$ cat src/rtl/pf_mem_req_sched.sv
// pf_mem_req_sched: prefetch request scheduler with per-level (L2/L3) queues and outstanding caps.
// Latency: a request accepted at edge N can issue in cycle N+1; a response credit is usable in the cycle after it arrives.
// Backpressure: ready_o is low while either level FIFO is full, while flush_i is high, and while nreset is low.
//
// Ports (top):
//   clk, nreset                  clock, synchronous active-low reset
//   valid_i, mem_l2_v_i,
//   mem_l3_v_i, tag_i            decoded request and its level flags (L3 wins if both set)
//   flush_i                      drop every queued, not-yet-issued request
//   ready_o                      request accepted when valid_i & ready_o
//   lX_req_v_o/_tag_o/_ready_i   per-level issue handshake (FIFO head)
//   lX_rsp_v_i                   per-level completion pulse, returns one credit
//   busy_o                       anything queued or outstanding
//   err_o                        sticky: response seen with nothing outstanding

// pf_mem_req_fifo: tag FIFO with count, pointer wrap by power-of-two depth, synchronous flush.
// Latency: a push at edge N is visible at the head in cycle N+1; no same-cycle bypass.
// Backpressure: none internally; the caller only pushes when not full and pops when not empty.
module pf_mem_req_fifo #(
  parameter int DEPTH = 4,
  parameter int TW    = 8
) (
  input  logic          clk,
  input  logic          nreset,
  input  logic          flush_i,
  input  logic          push_i,
  input  logic [TW-1:0] dat_i,
  input  logic          pop_i,
  output logic [TW-1:0] head_o,
  output logic          full_o,
  output logic          empty_o
);
  localparam int AW = $clog2(DEPTH);

  logic [TW-1:0] mem_q [DEPTH];
  logic [AW-1:0] wr_ptr_q, wr_ptr_d;
  logic [AW-1:0] rd_ptr_q, rd_ptr_d;
  logic [AW:0]   cnt_q, cnt_d;

  always_comb begin
    wr_ptr_d = wr_ptr_q;
    rd_ptr_d = rd_ptr_q;
    cnt_d    = cnt_q;
    if (push_i) wr_ptr_d = wr_ptr_q + 1'b1;
    if (pop_i)  rd_ptr_d = rd_ptr_q + 1'b1;
    // Push and pop together leave the count alone while both pointers move.
    case ({push_i, pop_i})
      2'b10:   cnt_d = cnt_q + 1'b1;
      2'b01:   cnt_d = cnt_q - 1'b1;
      default: cnt_d = cnt_q;
    endcase
  end

  always_ff @(posedge clk) begin
    if (!nreset || flush_i) begin
      wr_ptr_q <= '0;
      rd_ptr_q <= '0;
      cnt_q    <= '0;
    end else begin
      wr_ptr_q <= wr_ptr_d;
      rd_ptr_q <= rd_ptr_d;
      cnt_q    <= cnt_d;
    end
  end

  // Storage needs no reset: entries are only read once the count covers them.
  always_ff @(posedge clk) begin
    if (push_i) mem_q[wr_ptr_q] <= dat_i;
  end

  assign head_o  = mem_q[rd_ptr_q];
  assign full_o  = (cnt_q == (AW+1)'(DEPTH));
  assign empty_o = (cnt_q == '0);
endmodule

// pf_mem_req_lvl: one memory level -- request FIFO, issue handshake and outstanding counter.
// Latency: head issues the cycle after it is pushed; a response frees a slot for the next cycle.
// Backpressure: issue stalls on empty FIFO, outstanding count at MAX_OUT, flush, or req_ready_i low.
module pf_mem_req_lvl #(
  parameter int DEPTH   = 4,
  parameter int TW      = 8,
  parameter int MAX_OUT = 3
) (
  input  logic          clk,
  input  logic          nreset,
  input  logic          flush_i,
  input  logic          push_i,
  input  logic [TW-1:0] tag_i,
  output logic          full_o,
  output logic          req_v_o,
  output logic [TW-1:0] req_tag_o,
  input  logic          req_ready_i,
  input  logic          rsp_v_i,
  output logic          busy_o,
  output logic          rsp_err_o
);
  localparam logic [2:0] OUT_LIM = 3'(MAX_OUT);

  logic       empty;
  logic       xfer;
  logic [2:0] out_cnt_q, out_cnt_d;

  pf_mem_req_fifo #(.DEPTH(DEPTH), .TW(TW)) u_fifo (
    .clk     (clk),
    .nreset  (nreset),
    .flush_i (flush_i),
    .push_i  (push_i),
    .dat_i   (tag_i),
    .pop_i   (xfer),
    .head_o  (req_tag_o),
    .full_o  (full_o),
    .empty_o (empty)
  );

  // Uses only registered count, so a response never unlocks issue in its own cycle.
  assign req_v_o = nreset & ~empty & (out_cnt_q < OUT_LIM) & ~flush_i;
  assign xfer    = req_v_o & req_ready_i;

  always_comb begin
    out_cnt_d = out_cnt_q;
    rsp_err_o = 1'b0;
    case ({xfer, rsp_v_i})
      2'b10: out_cnt_d = out_cnt_q + 3'd1;
      2'b01: begin
        if (out_cnt_q != 3'd0) out_cnt_d = out_cnt_q - 3'd1;
        else                   rsp_err_o = 1'b1;
      end
      default: out_cnt_d = out_cnt_q;
    endcase
  end

  // Flush leaves outstanding requests alone: they are already in the memory system.
  always_ff @(posedge clk) begin
    if (!nreset) out_cnt_q <= 3'd0;
    else         out_cnt_q <= out_cnt_d;
  end

  assign busy_o = nreset & (~empty | (out_cnt_q != 3'd0));
endmodule

// pf_mem_req_sched: routes decoded prefetches into L2/L3 level queues and tracks the sticky error.
// Latency: accept at edge N, earliest issue in cycle N+1 on the target level.
// Backpressure: single ready_o, low when either level is full, on flush, or in reset.
module pf_mem_req_sched #(
  parameter int DEPTH   = 4,
  parameter int TW      = 8,
  parameter int MAX_OUT = 3
) (
  input  logic          clk,
  input  logic          nreset,
  input  logic          valid_i,
  input  logic          mem_l2_v_i,
  input  logic          mem_l3_v_i,
  input  logic [TW-1:0] tag_i,
  input  logic          flush_i,
  output logic          ready_o,
  output logic          l2_req_v_o,
  output logic [TW-1:0] l2_req_tag_o,
  input  logic          l2_req_ready_i,
  input  logic          l2_rsp_v_i,
  output logic          l3_req_v_o,
  output logic [TW-1:0] l3_req_tag_o,
  input  logic          l3_req_ready_i,
  input  logic          l3_rsp_v_i,
  output logic          busy_o,
  output logic          err_o
);
  logic acc, push_l2, push_l3;
  logic l2_full, l3_full, l2_busy, l3_busy, l2_err, l3_err;
  logic err_q, err_d;

  // ready_o is kept independent of the level flags so decode can present it early.
  assign ready_o = nreset & ~l2_full & ~l3_full & ~flush_i;
  assign acc     = valid_i & ready_o;
  assign push_l3 = acc & mem_l3_v_i;
  // Neither flag set: accepted and dropped (L1 hit).
  assign push_l2 = acc & mem_l2_v_i & ~mem_l3_v_i;

  pf_mem_req_lvl #(.DEPTH(DEPTH), .TW(TW), .MAX_OUT(MAX_OUT)) u_l2 (
    .clk         (clk),
    .nreset      (nreset),
    .flush_i     (flush_i),
    .push_i      (push_l2),
    .tag_i       (tag_i),
    .full_o      (l2_full),
    .req_v_o     (l2_req_v_o),
    .req_tag_o   (l2_req_tag_o),
    .req_ready_i (l2_req_ready_i),
    .rsp_v_i     (l2_rsp_v_i),
    .busy_o      (l2_busy),
    .rsp_err_o   (l2_err)
  );

  pf_mem_req_lvl #(.DEPTH(DEPTH), .TW(TW), .MAX_OUT(MAX_OUT)) u_l3 (
    .clk         (clk),
    .nreset      (nreset),
    .flush_i     (flush_i),
    .push_i      (push_l3),
    .tag_i       (tag_i),
    .full_o      (l3_full),
    .req_v_o     (l3_req_v_o),
    .req_tag_o   (l3_req_tag_o),
    .req_ready_i (l3_req_ready_i),
    .rsp_v_i     (l3_rsp_v_i),
    .busy_o      (l3_busy),
    .rsp_err_o   (l3_err)
  );

  assign err_d = err_q | l2_err | l3_err;

  // err_o is not gated by nreset: it holds until the reset edge itself.
  always_ff @(posedge clk) begin
    if (!nreset) err_q <= 1'b0;
    else         err_q <= err_d;
  end

  assign err_o  = err_q;
  assign busy_o = l2_busy | l3_busy;
endmodule

$ cat config.mk
export PLATFORM = sky130hd
export DESIGN_NAME = pf_mem_req_sched
export DESIGN_NICKNAME = d
export VERILOG_FILES = /design/src/rtl/pf_mem_req_sched.sv
export SDC_FILE = /design/constraint.sdc
export NUM_CORES = 1
export LEC_CHECK = 0
export ABC_AREA = 1
export ABC_CLOCK_PERIOD_IN_PS = 2100
export CELL_PAD_IN_SITES_DETAIL_PLACEMENT = 2
export CELL_PAD_IN_SITES_GLOBAL_PLACEMENT = 2
export CORE_ASPECT_RATIO = 1.4
export CORE_MARGIN = 2
export CORE_UTILIZATION = 35
export CTS_BUF_LIST = sky130_fd_sc_hd__clkbuf_4 sky130_fd_sc_hd__clkbuf_8
export CTS_CLUSTER_SIZE = 10
export DETAILED_ROUTE_END_ITERATION = 12
export PLACE_DENSITY_LB_ADDON = 0.12
export SETUP_SLACK_MARGIN = 0.15
export SYNTH_ARGS = -nofsm -noshare
export SYNTH_HDL_FRONTEND = slang
export SYNTH_HIERARCHICAL = 1
export SYNTH_SLANG_ARGS = --single-unit
$ cat constraint.sdc
create_clock -name clk -period 2.1 [get_ports clk]
set_clock_uncertainty 0.15 [all_clocks]
set_input_delay 0.21 -clock clk [delete_from_list [all_inputs] [get_ports clk]]
set_output_delay 0.21 -clock clk [all_outputs]
set_load 0.005 [all_outputs]
Word-level counts from Yosys, hierarchy flattened

Memory sizes are Yosys's and may differ from the RTL's. A register that Yosys moved wholly into a read port is not among the register bits.
Cells that the tools add are included.

$add $sub $neg: 12
Muxes and demuxes: 18
Reductions and logical operators: 12
Magnitude comparators: 2
Eq/ne operators: 12
Bitwise gates (word level): 28

Operators by type and width:

| kind                | number |
|---|---|
| $pmux 3 s2          | 4 |
| $and 1x1->1         | 17 |
| $add 3x1->3 const B | 4 |
| $sub 3x1->3 const B | 4 |
| $add 2x1->2 const B | 4 |
| $eq 2x1->1 const B  | 4 |
| $eq 2x2->1 const B  | 4 |
| $mux 1              | 8 |
| $mux 2              | 4 |
| $reduce_bool 2->1   | 4 |
| $eq 3x3->1 const B  | 2 |
| $logic_not 3->1     | 2 |
| $lt 3x2->1 const B  | 2 |
| $mux 3              | 2 |
| $not 1->1           | 6 |
| $reduce_bool 3->1   | 2 |
| $or 1x1->1          | 5 |
| $ne 2x1->1 const B  | 2 |
| $reduce_and 2->1    | 2 |
| $logic_not 1->1     | 1 |
| $logic_or 1x1->1    | 1 |

Flip-flop bits (word level): 21
Memory bits (writable): 64
Memories: 2
Output and inout port bits: 21
Word-level logic and storage cells: 95
Bits of input ports: 18

Memories:

| memory            | words | width | rd ports | clocked after memory_dff | wr ports | line | text |
|---|---|---|---|---|---|---|---|
| u_l2.u_fifo.mem_q | 4     | 8     | 1        | 1                        | 1        | 35   | `logic [TW-1:0] mem_q [DEPTH];` |
| u_l3.u_fifo.mem_q | 4     | 8     | 1        | 1                        | 1        | 35   |  |

Longest topological paths before layout

Gate-level depths: netlist (run 1).

Word-level depth: 10
Depth in mapped cells: 15
Depth with buffers taken out: 15

By module

Netlist (run 1), hierarchy kept.

By module, submodules not included:

| module           | times used | seq. area each (um^2) | cells an instance | area each (um^2) |
|---|---|---|---|---|
| pf_mem_req_fifo  | 2          | 1141.1                | 137               | 1647.8 |
| pf_mem_req_lvl   | 2          | 60.1                  | 41                | 260.2 |
| pf_mem_req_sched | 1          | 20.0                  | 13                | 83.8 |

Worst setup path before layout (run 1)

OpenSTA, ideal clock, no wires.

Kind: reg2reg
From: register u_l3.u_fifo.cnt_q[2]
To: register u_l3.u_fifo.cnt_q[2]
Path slack: 0.136 ns
Data required time: 1.840 ns
Cell stages (with the launch flop): 16
Arrival time: 1.704 ns
Path through: dfxtp_1 -> inv_1 -> nor3_1 -> nor2_2 -> nand3_2 -> nor2_1 -> inv_1 -> ha_1 -> inv_1 -> fa_1 -> inv_1 -> nand2_1 -> nand3_1 -> nand2_1 -> inv_1 -> nor2_1

Cells in the longest elaborated chain, start to end: 8
Elaborated cells between the ends (all ways): 18
Classes of those cells: 2 x add/sub; 3 x eq/ne; 1 x mux; 10 x bitwise; 2 x reduce/logical

Ends and longest elaborated chain:

| item                                                   | line | text |
|---|---|---|
| start, declared                                        | 38   | `logic [AW:0] cnt_q, cnt_d;` |
| start signal, assigned                                 | 62   | `cnt_q <= cnt_d;` |
| $eq 3x3->1 *                                           | 72   | `assign full_o = (cnt_q == (AW+1)'(DEPTH));` |
| net l3_full                                            | 169  | `logic l2_full, l3_full, l2_busy, l3_busy, l2_err, l3_err;` |
| $not 1->1 *                                            | 173  | `assign ready_o = nreset & ~l2_full & ~l3_full & ~flush_i;` |
| $and 1x1->1 * (2 in a row)                             | 173  |  |
| $and 1x1->1 *                                          | 174  | `assign acc = valid_i & ready_o;` |
| $and 1x1->1 *                                          | 175  | `assign push_l3 = acc & mem_l3_v_i;` |
| net push_l3                                            | 168  | `logic acc, push_l2, push_l3;` |
| $eq 2x1->1 / $eq 2x2->1 (equally long branches)        | 47   | `case ({push_i, pop_i})` |
| $pmux 3 s2 / $reduce_bool 2->1 (equally long branches) | --   |  |

The timed path passes the listed nets; every way through them passes the cells marked *.
A chain may end at the register's enable or synchronous reset.

Final worst setup path (run 1)

From: register u_l2.u_fifo.cnt_q[2]
To: register u_l3.u_fifo.cnt_q[2]

Cells in the longest elaborated chain, start to end: 9
Elaborated cells between the ends (all ways): 11
Classes of those cells: 3 x eq/ne; 1 x mux; 6 x bitwise; 1 x reduce/logical

Ends and longest elaborated chain:

| item                                                   | line |
|---|---|
| start, declared                                        | 38 |
| start signal, assigned                                 | 62 |
| $eq 3x3->1 *                                           | 72 |
| net l2_full                                            | 169 |
| $not 1->1 *                                            | 173 |
| $and 1x1->1 * (3 in a row)                             | 173 |
| $and 1x1->1 *                                          | 174 |
| $and 1x1->1 *                                          | 175 |
| net push_l3                                            | 168 |
| $eq 2x1->1 / $eq 2x2->1 (equally long branches)        | 47 |
| $pmux 3 s2 / $reduce_bool 2->1 (equally long branches) | -- |

Marked as above.

==> results of run 1 <==
## where the power goes
part	leakage [nW]	internal (W)	switching (W)
registers	0.786	0.00192	0.0000468
logic	1.32	0.000261	0.000335
clock network	0.107	0.000671	0.000652
total	2.22	0.00285	0.00103
## placed cells by master (no fill, tap or decap), types with 4 or more instances in the layout
cell type / netlist / final
inv_2: 6 / 17
nand2_2: 0 / 6
buf_12: 0 / 4
nor2_1: 51 / 47
nand2_1: 33 / 25
nor2_4: 4 / 6
fa_2: 0 / 4
ha_1: 10 / 8
nand4_1: 6 / 6
dlygate4sd2_1: 0 / 17
o21ai_2: 4 / 8
clkdlybuf4s50_1: 0 / 17
o21ai_1: 4 / 7
a21oi_1: 12 / 10
nor2_2: 8 / 10
dfxtp_4: 0 / 8
edfxtp_1: 64 / 64
inv_1: 58 / 43
clkbuf_8: 0 / 9
dfxtp_1: 25 / 15
o22ai_1: 16 / 16
o21ai_0: 40 / 33
buf_4: 0 / 43
nand3_1: 10 / 9
buf_6: 4 / 11
## final cells by class
| cell class | count | area, um2 | area share (%) |
|---|---|---|---|
| Inverter | 64 | 257.7 | 4.803 |
| Clock buffer | 9 | 123.9 | 2.308 |
| Tap cell | 141 | 176.4 | 3.287 |
| Multi-Input combinational cell | 212 | 1371 | 25.55 |
| Timing Repair Buffer | 96 | 888.4 | 16.55 |
| Sequential cell | 89 | 2455 | 45.74 |
| Clock inverter | 7 | 93.84 | 1.749 |
## logic make-up (layout without fill, tap and decap cells)
family / Yosys count / count (layout) / share of synthesized area (%)
buffers and inverters: 68 / 176 / 7.315
adders and majority gates: 14 / 14 / 5.262
AOI/OAI and AO/OA: 76 / 76 / 10.65
and+or+nand+nor: 122 / 122 / 14.66
DFF: 89 / 89 / 62.11
## synth_stat cells, drive strengths merged
cell / instances
ha: 10
dfxtp: 25
edfxtp: 64
o22ai: 16
inv: 64
or2: 1
nand2: 33
nand4: 8
nor3: 5
a21oi: 12
and2: 1
nor2: 63
o21ai: 48
fa: 4
buf: 4
nand3: 11
## worst reg2reg max path: cells and delay by family, from the launching register on
family | cells | cell delay [ns]
buffers and inverters | 5 | 0.35
adder cells (fa/ha/maj) | 2 | 0.52
AND/OR/NAND/NOR | 8 | 0.64
flip-flops | 1 | 0.39
## sequential cells by signal, summed over array words and instances (netlist names), 3 cells and up, named ones only
name               count
u_l2/u_fifo/cnt_q      3
u_l2/out_cnt_q         3
u_l3/out_cnt_q         3
u_l2/u_fifo/mem_q     32
u_l3/u_fifo/cnt_q      3
u_l3/u_fifo/mem_q     32
## routing by layer
metal	vias up	wire length [um]	share of wire, %	track usage, %
met1	1533	4217	36	20.19
met5	-	0	0	0
met2	45	7073	60	39.81
li1	1452	-	-	-
met3	11	249	2.1	3.162
met4	0	180	1.5	6.834
## path summary, 6_finish.rpt
kind / to / start / slack [ns]
max reg2reg: u_l3/u_fifo/cnt_q[2]$_SDFFE_PP0P_ / u_l2/u_fifo/cnt_q[2]$_SDFFE_PP0P_ / -0.01
min reg2reg: flop / u_l3/u_fifo/rd_ptr_q[1]$_SDFFE_PP0P_ / 0.32
max: u_l3/u_fifo/cnt_q[2]$_SDFFE_PP0P_ / u_l2/u_fifo/cnt_q[2]$_SDFFE_PP0P_ / -0.01
min: flop / u_l3/u_fifo/rd_ptr_q[1]$_SDFFE_PP0P_ / 0.32
## timing repair
item | in CTS | in global routing
setup buffers | 6 | 7
hold buffers | 0 | 0
endpoints found under the setup margin | 28 | 20
resized for setup | 73 | 48
pin swaps | 16 | 21
## through the flow
stage | instance area (um2) | hold WS [ns]
3_5_place_dp | 4810 | 0.3128
5_1_grt | 5366 | 0.3471
2_1_floorplan | 3910 | 0.1589
6_report | 5366 | 0.3205
4_1_cts | 5165 | 0.3127
3_3_place_gp | 4810 | 0.2769
==> out/results.txt, run 1 <==
Global-route wire length before repair: 17.84 mm
Clock Latency Late Sink: 0.37 ns
Crit-path max FO: 3
Die H: 128.9 um
Worst slack at placement: -0.3929 ns
Critical Path Max Stage Delay: 0.39 ns
Initial Util: 35.89%
CP bufs+invs: 5
WL/cell: 18.97 um
Core Util, Final: 49.38%
Worst setup margin: -0.01130 ns
Peak supply drop: 0.3166 mV
TritonCTS clock tree: done
Detailed placement HPWL: 7.771 mm
Worst setup EP type: flop
Remaining antenna violation count: 0
Cell area after synthesis: 3900 um2
GRT Overall Usage: 19.78%
Sink Count: 89
Pleak: 2.215 nW
Largest net degree at the start of global routing: 17
CP Data Arrival Time: 2.23 ns
Root Buffer: clkbuf_8
Status: complete, but fails checks
First DRT Iteration DRCs: 79
Total die area: 12020 um2
Most used cell, CP: inv_2
Fmax: 473.6 MHz
Number of global-route vias before repair: 3457
Cell depth of the worst hold path: 1
Pwr dens: 724.3 nW/um2
Setup TNS: -0.02117 ns
Vias/cell: 4.921
Area leader, netlist: edfxtp_1
Crit path depth: 15
CTS Buf Count: 9
Syn Nets: 401
RSZ-0062 raised after global routing: yes
Post-Syn Instances: 369
R2r worst-path depth: 15
Antenna diodes: 0
Crit path time final: 2.111 ns
Top cell type's share of synthesized area: 49.28%
Req. time, crit path: 2.22 ns
Layout cell share with drive strength beyond 1: 32.49%
Fin. Hold Viols: 0
Worst path cell trace: inv_2 > nor3_4 > nor2_2 > nand3_2 > nor2_2 > inv_2 > ha_4 > inv_2 > fa_2 > inv_2 > nand2_2 > nand3_2 > nand2_1 > inv_1 > nor2_1
Fin nets: 504
# port buffers: 38
Violated checks: negative setup slack
Least-Margin Pin Slew: 0.3959 ns
Fin cells: 618
Area contributors post-synth: edfxtp_1 (49%), dfxtp_1 (13%), inv_1 (5.6%)
Crit path max-delay family: simple AND/OR/NAND/NOR gates
Layout area overhead: 37.60%
Crit path launch type: flop
Io pins: 39
Sequential area share after synthesis: 62.11%
Ys Warns: 6
Max-cap violations: 0
# rows: 45
H-tree levels: 3
Kind of critical path: flop to flop
Routed WL: 11.72 mm
Tot Pwr: 0.003887 W
Pre-antenna DRT Iters: 4
Number of synthesized register bits: 89
Global route overflow: 0
Antenna violations before repair: 0
Fin crit share: 100.5%
Max-slew violations: 0
CP max-delay cell: dfxtp_4
Final setup viols: 2
Synth cell types: 23
Core area: 10870 um2
Reg clk slew, reported paths: 0.09 ns
CTS max path bufs: 2
DIE WIDTH: 93.22 um
Hold Path Class: flop to flop
Via count: 3041
Placed cell count: 589
Placer Congestion: 0.7509
Fillers: 1108
Worst rel slew slack: 73.53%
Post-Syn Area per Cell: 10.57 um2
Drt drc: 0
Power figures use the tool's default switching activity.
==> run 2, diff against run 1 <==
--- a/config.mk
+++ b/config.mk
@@ -15,7 +15,7 @@
 export CTS_BUF_LIST = sky130_fd_sc_hd__clkbuf_4 sky130_fd_sc_hd__clkbuf_8
 export CTS_CLUSTER_SIZE = 10
 export DETAILED_ROUTE_END_ITERATION = 12
-export PLACE_DENSITY_LB_ADDON = 0.12
+export PLACE_DENSITY_LB_ADDON = 0.25
 export SETUP_SLACK_MARGIN = 0.15
 export SYNTH_ARGS = -nofsm -noshare
 export SYNTH_HDL_FRONTEND = slang
==> run 2 against run 1 <==
Against the previous run: the run now ends clean; critical path depth shrank 2; sequential power is essentially flat; via count shrank 2.9%; combinational power shrank 3.5%; worst setup slack gained 0.051 ns; hold slack lost 0.17 ns; non-clock buffer count shrank 12; first-iteration DRC count grew 19%; fmax grew 2.5%; clock power shrank 11%; power shrank 4.6%; die area is the same; critical path type is now input port to flop.
==> out/results.txt, run 2 (synthesis results as in run 1) <==
Status: complete, no violations (was complete, but fails checks)
Crit-path max FO: 4 (was 3)
Antenna violations before repair: 0 (unchanged)
Fin nets: 492 (was 504)
M1 wire length: 3.987 mm (was 4.217 mm)
Total die area: 12020 um2 (unchanged)
Root Buffer: clkbuf_8 (unchanged)
Vias/cell: 4.871 (was 4.921)
GRT Overall Usage: 18.49% (was 19.78%)
Max-slew violations: 0 (unchanged)
CP max-delay cell: clkdlybuf4s50_1 (was dfxtp_4)
Hold Path Class: input port to flop (was flop to flop)
Antenna diodes: 0 (unchanged)
Req. time, crit path: 2.22 ns (about the same)
DR WL met3: 277 um (was 249 um)
Pleak: 2.124 nW (was 2.215 nW)
Layout area overhead: 32.63% (was 37.60%)
Largest net degree at the start of global routing: 17 (unchanged)
Fin cells: 606 (was 618)
Number of global-route vias before repair: 3340 (was 3457)
Crit path time final: 2.060 ns (was 2.111 ns)
Fin crit share: 98.11% (was 100.5%)
TritonCTS clock tree: done (unchanged)
Detailed placement HPWL: 7.675 mm (was 7.771 mm)
Uppermost layer routed: met4 (unchanged)
Crit path launch type: input port (was flop)
CP bufs+invs: 5 (unchanged)
Worst setup EP type: flop (unchanged)
Pre-antenna DRT Iters: 4 (unchanged)
Global route overflow: 0 (unchanged)
Fin. Hold Viols: 0 (unchanged)
Setup crit start: flush_i (was u_l2/u_fifo/cnt_q[2]$_SDFFE_PP0P_)
Drt drc: 0 (unchanged)
Routed WL: 10.63 mm (was 11.72 mm)
Reg clk slew, reported paths: 0.08 ns (was 0.09 ns)
Via count: 2952 (was 3041)
First DRT Iteration DRCs: 94 (was 79)
RR Startpoint: u_l3/u_fifo/cnt_q[0]$_SDFFE_PP0P_ (was u_l2/u_fifo/cnt_q[2]$_SDFFE_PP0P_)
Placer Congestion: 0.6948 (was 0.7509)
Met2 WL: 6.206 mm (was 7.073 mm)
WL/cell: 17.55 um (was 18.97 um)
Worst rel slew slack: 75.25% (was 73.53%)
Io pins: 39 (unchanged)
Kind of critical path: input port to flop (was flop to flop)
Die H: 128.9 um (unchanged)
DIE WIDTH: 93.22 um (unchanged)
Core area: 10870 um2 (unchanged)
H-tree levels: 3 (unchanged)
Fmax: 485.4 MHz (was 473.6 MHz)
Final setup viols: 0 (was 2)
Most common cell after layout, fill and taps aside: edfxtp_1 (unchanged)
# rows: 45 (unchanged)
CTS max path bufs: 2 (unchanged)
Top Registers: u_l2/u_fifo/mem_q x32, u_l3/u_fifo/mem_q x32 (unchanged)
Placed inst area: 4777 um2 (was 4810 um2)
Placed cell count: 583 (was 589)
Fin area: 5172 um2 (was 5366 um2)
Least-Margin Pin Slew: 0.3701 ns (was 0.3959 ns)
Peak supply drop: 0.3380 mV (was 0.3166 mV)
Max-cap violations: 0 (unchanged)
CP Data Arrival Time: 2.18 ns (was 2.23 ns)
Tot Pwr: 0.003708 W (was 0.003887 W)
Pwr dens: 716.9 nW/um2 (was 724.3 nW/um2)
Layout cell share with drive strength beyond 1: 27.96% (was 32.49%)
CTS Buf Count: 9 (unchanged)
Worst path cell trace: clkdlybuf4s50_1 > nor2_2 > nand4_4 > inv_2 > ha_2 > inv_2 > fa_2 > inv_1 > nand2_1 > nand3_1 > nand2_1 > inv_1 > nor2_1 (was inv_2 > nor3_4 > nor2_2 > nand3_2 > nor2_2 > inv_2 > ha_4 > inv_2 > fa_2 > inv_2 > nand2_2 > nand3_2 > nand2_1 > inv_1 > nor2_1)
Crit path max-delay family: buffers and inverters (was simple AND/OR/NAND/NOR gates)
Initial Util: 35.89% (unchanged)
Sink Count: 89 (unchanged)
Remaining antenna violation count: 0 (unchanged)
Commonest cells after routing, fill and taps aside: edfxtp_1 (64), nor2_1 (48), inv_1 (47) (was edfxtp_1 (64), nor2_1 (47), inv_1 (43), buf_4 (43), o21ai_0 (33))
Min-delay src: nreset (was u_l3/u_fifo/rd_ptr_q[1]$_SDFFE_PP0P_)
RSZ-0062 raised after global routing: yes (unchanged)
# port buffers: 38 (unchanged)
Critical Path Max Stage Delay: 0.55 ns (was 0.39 ns)
# hold bufs at CTS: 0 (unchanged)
Clock Latency Late Sink: 0.36 ns (was 0.37 ns)
Global-route wire length before repair: 16.59 mm (was 17.84 mm)
run 2: area by class of cell:
type                            count  area [um2]
Clock inverter                      6       58.81
Timing Repair Buffer               84       780.7
Multi-Input combinational cell    212        1305
Tap cell                          141       176.4
Clock buffer                       10       131.4
Inverter                           64       262.8
Sequential cell                    89        2457
Fill cell                        1159        5694
run 2: what timing repair did:
item                       CTS  global route
setup endpoints to repair   27            13
resized for setup           69            28
buffers inserted             5             2
pin swaps                   14            13
run 2: per-layer routing:
| metal | GRT usage [%] | up-vias |
|---|---|---|
| met5 | 0 | - |
| met4 | 6.574 | 0 |
| met3 | 3.337 | 12 |
| met2 | 37.04 | 45 |
| met1 | 18.71 | 1469 |
| li1 | - | 1426 |
run 2: final timing paths:
kind	end	slack [ns]	cells after the start
worst max-delay path	u_l2/u_fifo/cnt_q[2]$_SDFFE_PP0P_	0.04	13
worst min-delay path	u_l2/out_cnt_q[2]$_SDFFE_PN0P_	0.15	3
worst max register to register	u_l3/u_fifo/cnt_q[2]$_SDFFE_PP0P_	0.04	13
worst min register to register	flop	0.30	1
run 2: metrics by stage:
step	TNS (ns)	setup WS, ns	hold WS, ns	utilization, %
5_1_grt	-0.2196	-0.07926	0.1554	47.60
6_report	0	0.03968	0.1545	47.60
3_5_place_dp	-4.600	-0.3830	0.2957	43.96
3_3_place_gp	-1.334	-0.2580	0.2784	43.96
2_1_floorplan	0	0.1555	0.1589	-
4_1_cts	-0.1300	-0.05340	0.1375	46.85
run 2: where the power goes:
| group | switching (W) | internal, W |
|---|---|---|
| registers | 0.0000396 | 0.00192 |
| logic | 0.000321 | 0.000256 |
| clock network | 0.000616 | 0.000556 |
run 2: worst reg2reg max path, delay by kind of cell (launching register included):
family	cells	cell delay, ns
buf+inv	4	0.32
simple gates	7	0.62
fa+ha+maj	2	0.52
flops	1	0.39
==> run 3, diff against run 2 <==
--- a/config.mk
+++ b/config.mk
@@ -17,6 +17,7 @@
 export DETAILED_ROUTE_END_ITERATION = 12
 export PLACE_DENSITY_LB_ADDON = 0.25
 export SETUP_SLACK_MARGIN = 0.15
+export SKIP_LAST_GASP = 1
 export SYNTH_ARGS = -nofsm -noshare
 export SYNTH_HDL_FRONTEND = slang
 export SYNTH_HIERARCHICAL = 1
==> run 3 against run 2 <==
Against the previous run: largest cell class unchanged; hold slack got worse by 0.00093 ns; the flow now finishes with violations (negative setup slack); sequential share of layout area decreased by 0.069 points; non-clock buffer count increased by 1; clock power about the same; sequential power hardly changed; worst setup slack got worse by 0.053 ns; combinational power down 0.9%.
==> out/results.txt, run 3 (synthesis results as in run 1) <==
M1 wire length: 3.966 mm (was 3.987 mm)
Fin crit share: 100.6% (was 98.11%)
Antenna diodes: 0 (unchanged)
Root Buffer: clkbuf_8 (unchanged)
Crit path time final: 2.113 ns (was 2.060 ns)
Fin cells: 607 (was 606)
Max-slew violations: 0 (unchanged)
CP Data Arrival Time: 2.26 ns (was 2.18 ns)
Worst setup EP type: flop (unchanged)
Global-route wire length before repair: 16.61 mm (was 16.59 mm)
GRT Overall Usage: 18.49% (unchanged)
First DRT Iteration DRCs: 80 (was 94)
Clock Latency Late Sink: 0.36 ns (about the same)
Req. time, crit path: 2.25 ns (was 2.22 ns)
Remaining antenna violation count: 0 (unchanged)
Fin nets: 493 (was 492)
Sink Count: 89 (unchanged)
CTS Buf Count: 9 (unchanged)
Final setup viols: 1 (was 0)
DIE WIDTH: 93.22 um (unchanged)
Worst setup margin: -0.01335 ns (was 0.03968 ns)
R2r setup slk: -0.01 ns (was 0.04 ns)
WL/cell: 17.54 um (was 17.55 um)
Pleak: 2.139 nW (was 2.124 nW)
Max-cap violations: 0 (unchanged)
RR Startpoint: u_l3/u_fifo/cnt_q[0]$_SDFFE_PP0P_ (unchanged)
Worst slack at placement: -0.3830 ns (unchanged)
Commonest cells after routing, fill and taps aside: edfxtp_1 (64), inv_1 (48), nor2_1 (48) (was edfxtp_1 (64), nor2_1 (48), inv_1 (47))
Layout cell share with drive strength beyond 1: 27.47% (was 27.96%)
Io pins: 39 (unchanged)
Fin. Hold Viols: 0 (unchanged)
Global route overflow: 0 (unchanged)
Placed cell count: 583 (unchanged)
Pre-antenna DRT Iters: 4 (unchanged)
Multi-input combinational cell area: 1297 um2 (was 1305 um2)
Vias/cell: 4.873 (was 4.871)
Crit path launch type: flop (was input port)
Core area: 10870 um2 (unchanged)
TritonCTS clock tree: done (unchanged)
Routed WL: 10.65 mm (was 10.63 mm)
Layout area overhead: 32.82% (was 32.63%)
Number of global-route vias before repair: 3339 (was 3340)
Status: complete, but fails checks (was complete, no violations)
Placed inst area: 4777 um2 (unchanged)
Drt drc: 0 (unchanged)
DR WL met3: 299 um (was 277 um)
H-tree levels: 3 (unchanged)
Setup crit start: u_l3/u_fifo/cnt_q[0]$_SDFFE_PP0P_ (was flush_i)
Kind of critical path: flop to flop (was input port to flop)
Peak supply drop: 0.3333 mV (was 0.3380 mV)
Uppermost layer routed: met4 (unchanged)
Met2 WL: 6.192 mm (was 6.206 mm)
Violated checks: negative setup slack
Worst Hold Slack: 0.1536 ns (was 0.1545 ns)
Crit-path max FO: 3 (was 4)
Total die area: 12020 um2 (unchanged)
Die H: 128.9 um (unchanged)
RSZ-0062 raised after global routing: yes (unchanged)
# rows: 45 (unchanged)
Fmax: 473.2 MHz (was 485.4 MHz)
Detailed placement HPWL: 7.675 mm (unchanged)
Register area: 2457 um2 (unchanged)
Pwr dens: 715.5 nW/um2 (was 716.9 nW/um2)
Placer Congestion: 0.6948 (unchanged)
Initial Util: 35.89% (unchanged)
Fillers: 1155 (was 1159)
CTS max path bufs: 2 (unchanged)
Top Registers: u_l2/u_fifo/mem_q x32, u_l3/u_fifo/mem_q x32 (unchanged)
Tot Pwr: 0.003706 W (was 0.003708 W)
Antenna violations before repair: 0 (unchanged)
Fin area: 5180 um2 (was 5172 um2)
# hold bufs at CTS: 0 (unchanged)
Min-delay src: nreset (unchanged)
Least-Margin Pin Slew: 0.3651 ns (was 0.3701 ns)
Reg clk slew, reported paths: 0.09 ns (was 0.08 ns)
Worst rel slew slack: 75.58% (was 75.25%)
# port buffers: 38 (unchanged)
Largest net degree at the start of global routing: 17 (unchanged)
Hold Path Class: input port to flop (unchanged)
Via count: 2958 (was 2952)
Most common cell after layout, fill and taps aside: edfxtp_1 (unchanged)
-- run 3: path summary, 6_finish.rpt --
kind | end | cells after the start
worst max-delay path | u_l3/u_fifo/cnt_q[2]$_SDFFE_PP0P_ | 13
worst min-delay path | u_l2/out_cnt_q[2]$_SDFFE_PN0P_ | 3
worst max register to register | u_l3/u_fifo/cnt_q[2]$_SDFFE_PP0P_ | 13
worst min register to register | flop | 1
-- run 3: area by class of cell --
cell class	count	area share, %
sequential	89	47.44
clock inverter	6	1.135
inverter	64	5.072
multi-input combinational	212	25.05
clock buffer	10	2.536
timing repair buffer	85	15.36
tap	141	3.406
-- run 3: routing by layer --
layer,GRT usage [%],vias up
li1,-,1426
met1,18.71,1468
met2,37.04,50
met3,3.337,14
met4,6.574,0
met5,0,-
-- run 3: where the power goes --
group | switching [W] | internal (W) | total [W] | leakage [nW]
combinational | 0.000319 | 0.000252 | 0.000571 | 1.26
clock | 0.000620 | 0.000556 | 0.00118 | 0.0948
sequential | 0.0000394 | 0.00192 | 0.00196 | 0.787
-- run 3: timing repair --
item / CTS / global route
buffers inserted: 5 / 3
endpoints found under the hold margin: 0 / 0
resized for setup: 62 / 31
pin swaps: 14 / 13
setup endpoints to repair: 27 / 14
-- run 3: worst max-delay path, cell delays in order (launching register included) --
cell and delay [ns]:
dfxtp_4 0.39, nor3_2 0.05, buf_4 0.14, nor2_4 0.10, nand4_4 0.10, inv_2 0.09, ha_2 0.19, inv_2 0.05
fa_1 0.37, nand2_1 0.11, nand3_1 0.10, nand2_1 0.08, inv_1 0.04, nor2_1 0.09
-- run 3: stage by stage --
| step | TNS (ns) | utilization (%) |
|---|---|---|
| 2_1_floorplan | 0 | - |
| 3_3_place_gp | -1.334 | 43.96 |
| 3_5_place_dp | -4.600 | 43.96 |
| 4_1_cts | -0.1402 | 46.74 |
| 5_1_grt | -0.2938 | 47.67 |
| 6_report | -0.01335 | 47.67 |
